==> src/rtl/uart_pkg.sv <==
// uart_pkg
//   Shared types and defaults for the buffered UART transmitter.
//   - tx_state_t   : serializer FSM state encoding
//   - *_DEF        : default BAUD_DIV / FIFO_DEPTH parameter values
//   - FRAME_BITS   : bits on the line per 8N1 frame (start + 8 data + stop)
package uart_pkg;

  typedef enum logic [1:0] {
    ST_IDLE  = 2'd0,
    ST_START = 2'd1,
    ST_DATA  = 2'd2,
    ST_STOP  = 2'd3
  } tx_state_t;

  // 100 MHz sysclk / 115200 baud
  localparam int BAUD_DIV_DEF   = 868;
  localparam int FIFO_DEPTH_DEF = 16;
  localparam int DATA_BITS      = 8;
  localparam int FRAME_BITS     = 10;

endpackage

==> src/rtl/sync_fifo.sv <==
// sync_fifo
//   Single-clock byte FIFO with occupancy count.
//   Ports:
//     sysclk, cpu_resetn : clock, async active-low reset
//     push, push_data    : append at tail; ignored when full (pre-edge)
//     pop, pop_data      : pop_data is the current head (combinational);
//                          pop advances the head, ignored when empty
//     full, empty, count : status derived from the registered count
//   The storage array is not reset; only pointers and count are.
module sync_fifo
  import uart_pkg::*;
#(
  parameter int DEPTH = FIFO_DEPTH_DEF,
  parameter int W     = DATA_BITS,
  parameter int AW    = $clog2(DEPTH)
) (
  input  logic          sysclk,
  input  logic          cpu_resetn,
  input  logic          push,
  input  logic [W-1:0]  push_data,
  input  logic          pop,
  output logic [W-1:0]  pop_data,
  output logic          full,
  output logic          empty,
  output logic [AW:0]   count
);

  localparam logic [AW:0] DEPTH_C = (AW+1)'(DEPTH);

  logic [W-1:0]  mem [DEPTH];
  logic [AW-1:0] wr_ptr, rd_ptr;
  logic          do_push, do_pop;

  assign full     = (count == DEPTH_C);
  assign empty    = (count == '0);
  // Both gates look at the pre-edge count, so a write arriving on a full
  // FIFO is dropped even if a pop frees a slot on the same edge.
  assign do_push  = push && !full;
  assign do_pop   = pop && !empty;
  assign pop_data = mem[rd_ptr];

  always_ff @(posedge sysclk) begin
    if (do_push) mem[wr_ptr] <= push_data;
  end

  // Pointers wrap naturally: DEPTH is a power of two.
  always_ff @(posedge sysclk or negedge cpu_resetn) begin
    if (!cpu_resetn) begin
      wr_ptr <= '0;
      rd_ptr <= '0;
      count  <= '0;
    end else begin
      if (do_push) wr_ptr <= wr_ptr + 1'b1;
      if (do_pop)  rd_ptr <= rd_ptr + 1'b1;
      case ({do_push, do_pop})
        2'b10:   count <= count + 1'b1;
        2'b01:   count <= count - 1'b1;
        default: count <= count;
      endcase
    end
  end

endmodule

==> src/rtl/uart_tx_buffered.sv <==
// uart_tx_buffered
//   CPU-fed UART transmitter: byte FIFO in front of an 8N1 serializer.
//   Ports:
//     sysclk, cpu_resetn : clock, async active-low reset
//     wr_en, wr_data     : CPU store strobe and byte to queue
//     full               : FIFO holds FIFO_DEPTH bytes
//     busy               : FIFO non-empty or a frame on the line
//     overflow           : sticky, set by a write dropped on a full FIFO
//     uart_tx            : registered serial line, idle high, LSB first
//   A frame is START, 8 DATA bits, STOP, each BAUD_DIV cycles long.
//   The head byte is popped into a private shift register at frame start,
//   so later writes cannot disturb a frame already on the line.
module uart_tx_buffered
  import uart_pkg::*;
#(
  parameter int BAUD_DIV   = BAUD_DIV_DEF,
  parameter int FIFO_DEPTH = FIFO_DEPTH_DEF
) (
  input  logic       sysclk,
  input  logic       cpu_resetn,
  input  logic       wr_en,
  input  logic [7:0] wr_data,
  output logic       full,
  output logic       busy,
  output logic       overflow,
  output logic       uart_tx
);

  localparam int          AW        = $clog2(FIFO_DEPTH);
  localparam logic [15:0] BAUD_LAST = 16'(BAUD_DIV - 1);

  tx_state_t   state, state_n;
  logic [15:0] baud_cnt, baud_n;
  logic [2:0]  bit_idx, bit_n;
  logic [7:0]  shreg, shreg_n;
  logic        tx_q, tx_n;
  logic        pop;
  logic [7:0]  head;
  logic        fifo_empty;
  logic [AW:0] fifo_count;
  logic        baud_end;

  sync_fifo #(
    .DEPTH (FIFO_DEPTH),
    .W     (8)
  ) u_fifo (
    .sysclk     (sysclk),
    .cpu_resetn (cpu_resetn),
    .push       (wr_en),
    .push_data  (wr_data),
    .pop        (pop),
    .pop_data   (head),
    .full       (full),
    .empty      (fifo_empty),
    .count      (fifo_count)
  );

  assign busy     = (fifo_count != '0) || (state != ST_IDLE);
  assign uart_tx  = tx_q;
  assign baud_end = (baud_cnt == BAUD_LAST);

  always_ff @(posedge sysclk or negedge cpu_resetn) begin
    if (!cpu_resetn) begin
      state    <= ST_IDLE;
      baud_cnt <= '0;
      bit_idx  <= '0;
      shreg    <= '0;
      tx_q     <= 1'b1;
      overflow <= 1'b0;
    end else begin
      state    <= state_n;
      baud_cnt <= baud_n;
      bit_idx  <= bit_n;
      shreg    <= shreg_n;
      tx_q     <= tx_n;
      if (wr_en && full) overflow <= 1'b1;
    end
  end

  // Line value is computed one cycle ahead and registered, so uart_tx only
  // moves on the edge that starts a new state or bit.
  always_comb begin
    state_n = state;
    baud_n  = baud_cnt + 16'd1;
    bit_n   = bit_idx;
    shreg_n = shreg;
    tx_n    = tx_q;
    pop     = 1'b0;
    case (state)
      ST_IDLE: begin
        baud_n = '0;
        tx_n   = 1'b1;
        if (!fifo_empty) begin
          pop     = 1'b1;
          shreg_n = head;
          state_n = ST_START;
          tx_n    = 1'b0;
        end
      end
      ST_START: begin
        if (baud_end) begin
          baud_n  = '0;
          bit_n   = '0;
          state_n = ST_DATA;
          tx_n    = shreg[0];
        end
      end
      ST_DATA: begin
        if (baud_end) begin
          baud_n = '0;
          if (bit_idx == 3'd7) begin
            state_n = ST_STOP;
            tx_n    = 1'b1;
          end else begin
            bit_n   = bit_idx + 3'd1;
            shreg_n = {1'b0, shreg[7:1]};
            tx_n    = shreg[1];
          end
        end
      end
      ST_STOP: begin
        if (baud_end) begin
          baud_n = '0;
          // Chain straight into the next start bit: no idle gap.
          if (!fifo_empty) begin
            pop     = 1'b1;
            shreg_n = head;
            state_n = ST_START;
            tx_n    = 1'b0;
          end else begin
            state_n = ST_IDLE;
            tx_n    = 1'b1;
          end
        end
      end
      default: begin
        state_n = ST_IDLE;
        baud_n  = '0;
        tx_n    = 1'b1;
      end
    endcase
  end

endmodule

==> config.mk <==
export PLATFORM = sky130hd
export DESIGN_NAME = uart_tx_buffered
export DESIGN_NICKNAME = d
export VERILOG_FILES = /design/src/rtl/uart_pkg.sv /design/src/rtl/sync_fifo.sv /design/src/rtl/uart_tx_buffered.sv
export SDC_FILE = /design/constraint.sdc
export NUM_CORES = 1
export LEC_CHECK = 0
export CORE_UTILIZATION = 46
export DETAILED_ROUTE_END_ITERATION = 10
export GPL_ROUTABILITY_DRIVEN = 0
export PLACE_DENSITY_LB_ADDON = 0.2
export SETUP_SLACK_MARGIN = 0.05
export SLEW_MARGIN = 20
export SYNTH_ARGS = -nofsm -noshare
export SYNTH_HDL_FRONTEND = slang
export SYNTH_SLANG_ARGS = --single-unit
==> constraint.sdc <==
create_clock -name sysclk -period 3.7 [get_ports sysclk]
set_clock_uncertainty 0.2 [all_clocks]
set_input_delay 0.74 -clock sysclk [delete_from_list [all_inputs] [get_ports sysclk]]
set_output_delay 0.74 -clock sysclk [all_outputs]
set_load 0.01 [all_outputs]
# After elaboration in Yosys (flattened, before gate mapping)
# Memory sizes are Yosys's and may differ from the RTL's.
# Cells that the tools add are included.
[word_totals]
ff_bits = 44
ram_bits = 128
input_bits = 11
output_inout_bits = 4
wordCells = 78
n_memories = 1
[classes]
add_sub_neg = 6
n_eq_ne = 14
n_mux = 30
reduce_logical = 18
[memory_table]
columns = ["memory", "words", "word_bits", "read_ports", "rd_ports_with_merged_regs", "wr", "line", "text"]
rows = [
  ["u_fifo.mem", 16, 8, 1, 0, 1, "sync_fifo.sv:30", "logic [W-1:0] mem [DEPTH];"],
]
[ops]
columns = ["op", "count"]
rows = [
  ["2-to-1 mux 8 bit", 4],
  ["case mux 16 bit (2 select lines)", 1],
  ["case mux 8 bit (3 select lines)", 1],
  ["adder 16 x 1 -> 16 bit, second input constant", 1],
  ["== test 16 x 10 -> 1 bit, second input constant", 1],
  ["2-to-1 mux 16 bit", 1],
  ["!= test 2 bit, second input constant", 6],
  ["2-to-1 mux 1 bit", 10],
  ["2-to-1 mux 2 bit", 5],
  ["case mux 5 bit (2 select lines)", 1],
  ["2-to-1 mux 3 bit", 3],
  ["adder 4 x 1 -> 4 bit, second input constant", 2],
  ["case mux 2 bit (4 select lines)", 1],
  ["AND reduction 4 bit", 2],
  ["== test 2 bit, second input constant", 3],
  ["case mux 3 bit (2 select lines)", 1],
  ["nonzero test 2 bit", 3],
  ["adder 5 x 1 -> 5 bit, second input constant", 1],
  ["== test 5 bit, second input constant", 1],
  ["logical NOT 5 bit", 1],
  ["AND reduction 5 bit", 1],
  ["nonzero test 5 bit", 1],
  ["subtractor 5 x 1 -> 5 bit, second input constant", 1],
  ["== test 2 x 1 -> 1 bit, second input constant", 2],
  ["11 further kinds", 14],
]

# Logic depth before layout (Yosys ltp)
# Gate-level depths: netlist of run 1.
[depth]
word_depth = 7
mapped_depth = 12
mapped_depth_nobuf = 12

# Cells and area by module
# Synthesis of run 1 repeated with hierarchy kept, for this count alone.
[hier_totals]
cells_unflattened = 508
area_unflattened_um2 = 7598.5
[by_module_without_submodules]
columns = ["mod", "instances", "cells_each", "area_each_um2", "seq_area_each_um2"]
rows = [
  ["sync_fifo", 1, 332, 5779.3, 4169.0],
  ["uart_tx_buffered", 1, 176, 1819.2, 777.0],
]

# Worst setup path after synthesis of run 1
# Ideal clock, no wire load.
[synth_timing]
kind = "reg-to-reg"
startpoint = "reg baud_cnt[0]"
endpoint = "reg u_fifo.count[4]"
setup_time_ns = 0.125
t_arrival_ns = 2.676
required_ns = 3.375
path_slack_ns = 0.699
stages_incl_launch_ff = 13
n_path_buf = 0
synth_period_minus_slack_ns = 3.001
cell_sequence = "dfrtp_1 -> ha_1 -> nor4b_4 -> nand4_2 -> o21ba_2 -> nor3_4 -> ha_1 -> ha_1 -> a21o_1 -> a21oi_1 -> xor2_1 -> nor2_1 -> xor2_1"
[synth_between]
elab_chain_len = 6
elab_cells_between_ends = 8
cone_classes = "3 x eq/ne; 3 x mux; 2 x reduce/logical"
[synth_rtl]
columns = ["element", "line", "text"]
rows = [
  ["from (decl)", "uart_tx_buffered.sv:33", "logic [15:0] baud_cnt, baud_n;"],
  ["from (signal assigned)", "uart_tx_buffered.sv:72", "baud_cnt <= baud_n;"],
  ["== test 16 x 10 -> 1 bit (*)", "uart_tx_buffered.sv:60", "assign baud_end = (baud_cnt == BAUD_LAST);"],
  ["2-to-1 mux 1 bit (*)", "uart_tx_buffered.sv:122", "if (baud_end) begin"],
  ["case mux 1 bit (2 select lines) (*)", "uart_tx_buffered.sv:89", "case (state)"],
  ["logical AND 1 bit (*)", "sync_fifo.sv:39", "assign do_pop = pop && !empty;"],
  ["via u_fifo.do_pop", "sync_fifo.sv:32", "logic do_push, do_pop;"],
  ["== test 2 x 1 -> 1 bit / == test 2 bit (equally long branches)", "sync_fifo.sv:55", "case ({do_push, do_pop})"],
  ["case mux 5 bit (2 select lines) / nonzero test 2 bit (equally long branches)", "--", ""],
  ["to (signal assigned)", "sync_fifo.sv:56", "2'b10: count <= count + 1'b1;"],
  ["to (signal assigned)", "sync_fifo.sv:57", "2'b01: count <= count - 1'b1;"],
  ["to (signal assigned)", "sync_fifo.sv:58", "default: count <= count;"],
  ["to (decl)", "sync_fifo.sv:25", "output logic [AW:0] count"],
]
# Mark *: on every way through the listed nets, which the timed path passes. The rest lies on a longest branch.
# A chain may end at the register's enable or synchronous reset.

# Worst setup path after layout of run 1
# Same ends and word-level chain as after synthesis.

==> implementation parameters, run 1 <==
Parameter                              Value

Run status
  Result of the run ... complete, no violations

Place
  DP Wirelength ... between 9000 and 10000 um
  I/O Buffers ... 14

Synthesis
  Post-synth EDFFs ... 128
  Number of warnings reported in the yosys synthesis log ... 0
  Gate Count Post-Synth ... around 460
  Synthesized area ... 7390 um2
  Synthesized Nets ... between 400 and 500
  Flip-flop and latch count after synthesis ... 172
  Most used flip-flop cell after synthesis ... edfxtp_1
  Post-synthesis cell type count ... 56
  Syn_area_per_cell ... about 16 um2
  Proportion of register bits with asynchronous set or reset after synthesis ... between 20% and 30%
  Sequential-to-total area share from yosys stat ... ~67%

Power
  Power density over the cells ... between 700 and 800 nW/um2
  Final total power ... about 6600 uW
  Static Leakage ... roughly 0.003 uW
  Switching power ... between 2000 and 2500 uW
  Clock group share of total power ... around 29%
  Maximum vdd ir drop ... between 300 and 400 uV
  Switching portion of total power ... between 30% and 40%
  Proportion of power drawn by flip-flops and latches ... about two fifths
  Part of the power in combinational logic ... 30.4%
  Total internal power ... 4460 uW

Timing
  Final cycle utilization of the critical path ... between 80% and 90%
  RSZ-0062 raised after global routing ... false
  Rel. slew slack ... about half
  Total Negative Setup Slacks ... 0 ps
  Number of setup violations in the final report ... 0
  Final Hold Viols ... 0
  Max-slew violation count ... 0
  Maximum clock frequency ... roughly 300 MHz
  Minimum clock period after layout ... between 3000 and 4000 ps
  Transition time at the pin with the least slew margin ... ~760 ps

Setup path
  Path type of the worst setup path ... reg2reg
  Critical path's largest stage delay ... 400 ps
  CP Data Required Time ... 3810 ps
  Most frequent cell on the critical path ... ha_1
  Critical Path, Cell by Cell ... ha_1 -> nor4b_4 -> nand4_2 -> o21ba_2 -> nor3_4 -> ha_1 -> ha_1 -> a21o_1 -> a21oi_1 -> xor2_1 -> nor2_1 -> xor2_1
  Cell family with the largest share of critical-path delay ... adder cells
  CP Launch Type ... register
  Worst-path maximum fanout ... 6
  CP max-delay cell ... dfrtp_1
  Crit. End Element ... register
  Arr. time, crit path ... about 3400 ps
  Worst path bufs/invs ... 0

Floorplanning
  Die width ... ~130 um
  Area enclosed by the die boundary ... roughly 17000 um2
  Site Rows ... 45
  Initial Util ... 47.9%
  Core footprint ... between 15000 and 20000 um2
  Die Span Y ... between 100 and 150 um
  # IOs ... 15

Layout
  Share of cells above drive strength 1 ... 20.1%
  Number of inserted diodes ... 0
  Total Nets Final ... 523
  Synth-to-layout area growth ... 14.6%
  Final-layout fill cell count ... between 1000 and 1500

Global route
  Gr usage total ... approximately a fifth
  Largest net degree at the start of global routing ... 45
  Global route total overflow ... 0
  Initial antenna violation count ... 0
  Number of global-route vias before repair ... around 4300
  Global-route wire length before repair ... 22900 um

Routing
  Detailed-route wire length per cell ... 19.7 um
  Detailed-routing iteration count for the pre-antenna-repair pass ... 4
  Final routed DRC violation total ... 0
  Number of routed nets with antenna violations ... 0
  Routed wire length ... roughly 14000 um
  Via-to-Cell Ratio ... approximately 5.5
  First DRT Iteration DRCs ... 163
  Overall via count from detail_route ... about 4000

Clocking
  Number of buffers inserted for hold repair after clock tree synthesis ... 0
  TritonCTS clock tree ... built
  Clk buf depth ... 2
  Clock insertion delay at the later pin of the skew report ... between 400 and 500 ps
  H-tree levels ... 4
  Clock input transition at the sequential cells of the worst setup and hold paths ... around 70 ps
  Setup fix buffers added after clock tree synthesis ... 0
  Sinks on the clock net ... between 150 and 200
  Post-CTS resize count ... 0
  Buffer type at the clock tree root ... clkbuf_16
  Num CTS Buffers ... 17

Min path
  Hold WC Path Type ... in2async

Job
  Total of max-cap violations ... 0
-- layer usage --
metal,part of all wire (%),wire length [um],track usage [%]
met1,43,6020,23.6
met2,52,7290,32.6
met3,4.1,584,4.95
met4,1.6,233,7.54
met5,0,0,0
-- path summary, 6_finish.rpt --
kind | from | endpoint | slack (ps) | cells after the start
max | baud_cnt[0] | u_fifo.count[4] | 390 | 12
min | cpu_resetn | baud_cnt[9] | 100 | 1
max reg2reg | baud_cnt[0] | u_fifo.count[4] | 390 | 12
min reg2reg | overflow | overflow | 270 | 1
max in group asynchronous | cpu_resetn | u_fifo.rd_ptr[0] | 2790 | 1
min in group sysclk | overflow | overflow | 270 | 1
-- power groups by stage --
stage	registers, uW	logic [uW]	clock network (uW)
2_1_floorplan	2560	1680	0
3_3_place_gp	2690	1990	0
3_5_place_dp	2710	2030	0
4_1_cts	2670	2040	1960
5_1_grt	2710	2220	2030
6_report	2670	2010	1920
-- flip-flops by register name (all words and copies together), names as in the netlist --
register / flops
u_fifo.rd_ptr: 4
u_fifo.wr_ptr: 4
u_fifo.mem: 128
overflow: 1
state: 2
bit_idx: 3
baud_cnt: 16
uart_tx: 1
u_fifo.count: 5
shreg: 8
-- cells in the final DEF, fill, tap and decap left out, types with 2 or more instances in the layout --
cell,synthesis,layout
a41oi_1,2,2
ha_1,17,17
a21oi_1,6,6
nor2_1,39,39
inv_1,10,10
nor4_1,2,2
mux4_2,28,28
mux2_2,4,4
mux4_1,3,3
a21bo_2,2,2
inv_8,0,6
nor2b_1,9,9
buf_4,4,25
edfxtp_1,128,128
o22ai_1,7,7
nand3b_1,2,2
nand2_1,25,25
xor2_1,12,12
a31oi_1,8,8
o211ai_1,2,2
bufinv_16,0,3
nor3_1,10,10
inv_6,0,3
xnor2_1,11,11
nand2b_1,4,4
a211oi_1,9,9
clkbuf_16,0,17
nand4_1,5,5
nand3_1,8,8
mux2i_1,3,3
a21o_1,3,3
clkinv_8,0,2
o21ai_0,7,7
clkdlybuf4s50_1,0,13
dfrtp_1,43,42
or3_1,8,8
-- metrics by stage --
step / hold slack, ps / setup WS (ps) / instance area (um2) / instances / util [%]
after floorplan: 244 / 699 / 7390 / 459 / -
after global placement: 239 / 501 / 7820 / 686 / 50.7
after detailed placement: 257 / 377 / 7820 / 686 / 50.7
after CTS: 272 / 364 / 8460 / 718 / 54.9
after global routing: 131 / 152 / 8470 / 718 / 54.9
final: 101 / 393 / 8470 / 718 / 54.9
-- cells in the mapped netlist, types with 2 or more instances --
cell type  number  share of area, %
ha_1           17               2.9
nand2b_1        4              0.34
o22ai_1         7              0.59
dfrtp_1        43                15
a211oi_1        9              0.91
o211ai_1        2              0.20
a21o_1          3              0.30
or3_1           8              0.68
mux2i_1         3              0.41
nor3_1         10              0.68
nand4_1         5              0.42
a21oi_1         6              0.41
nand3b_1        2              0.20
nor2_1         39               2.0
mux4_2         28               8.5
a21bo_2         2              0.27
xnor2_1        11               1.3
nor4_1          2              0.17
inv_1          10              0.51
xor2_1         12               1.4
a31oi_1         8              0.68
edfxtp_1      128                52
nand2_1        25               1.3
buf_2           3              0.20
buf_6           3              0.46
clkbuf_1        9              0.46
nand3_1         8              0.54
o21ai_0         7              0.47
a41oi_1         2              0.24
nor2b_1         9              0.76
mux4_1          3               1.1
mux2_2          4              0.61
buf_4           4              0.41
-- cells by family (layout without fill, tap and decap cells) --
family | count (synthesis) | after routing | share of synthesized area [%]
AND/OR/NAND/NOR | 123 | 123 | 8.82
flip-flops | 172 | 172 | 67.0
multiplexers | 39 | 39 | 10.8
buffers and inverters | 32 | 80 | 2.56
AO/OA/AOI/OAI | 52 | 52 | 5.01
adder cells (fa/ha/maj) | 18 | 18 | 3.15
XOR/XNOR | 23 | 23 | 2.73
-- final cells by class --
class	instances	area [um2]	area share, %
Clock buffer	17	425	5.03
Timing Repair Buffer	38	318	3.75
Sequential cell	172	4950	58.4
Multi-Input combinational cell	255	2250	26.6
Tap cell	211	264	3.12
Clock inverter	15	221	2.62
Inverter	10	37.5	0.443
Power figures use the tool's default switching activity.
==> run 2, diff against run 1 <==
ABC_CLOCK_PERIOD_IN_PS = 3700   (was default)
==> results of run 2 <==
The final DEF is identical to that of run 1; final timing and power are the same.
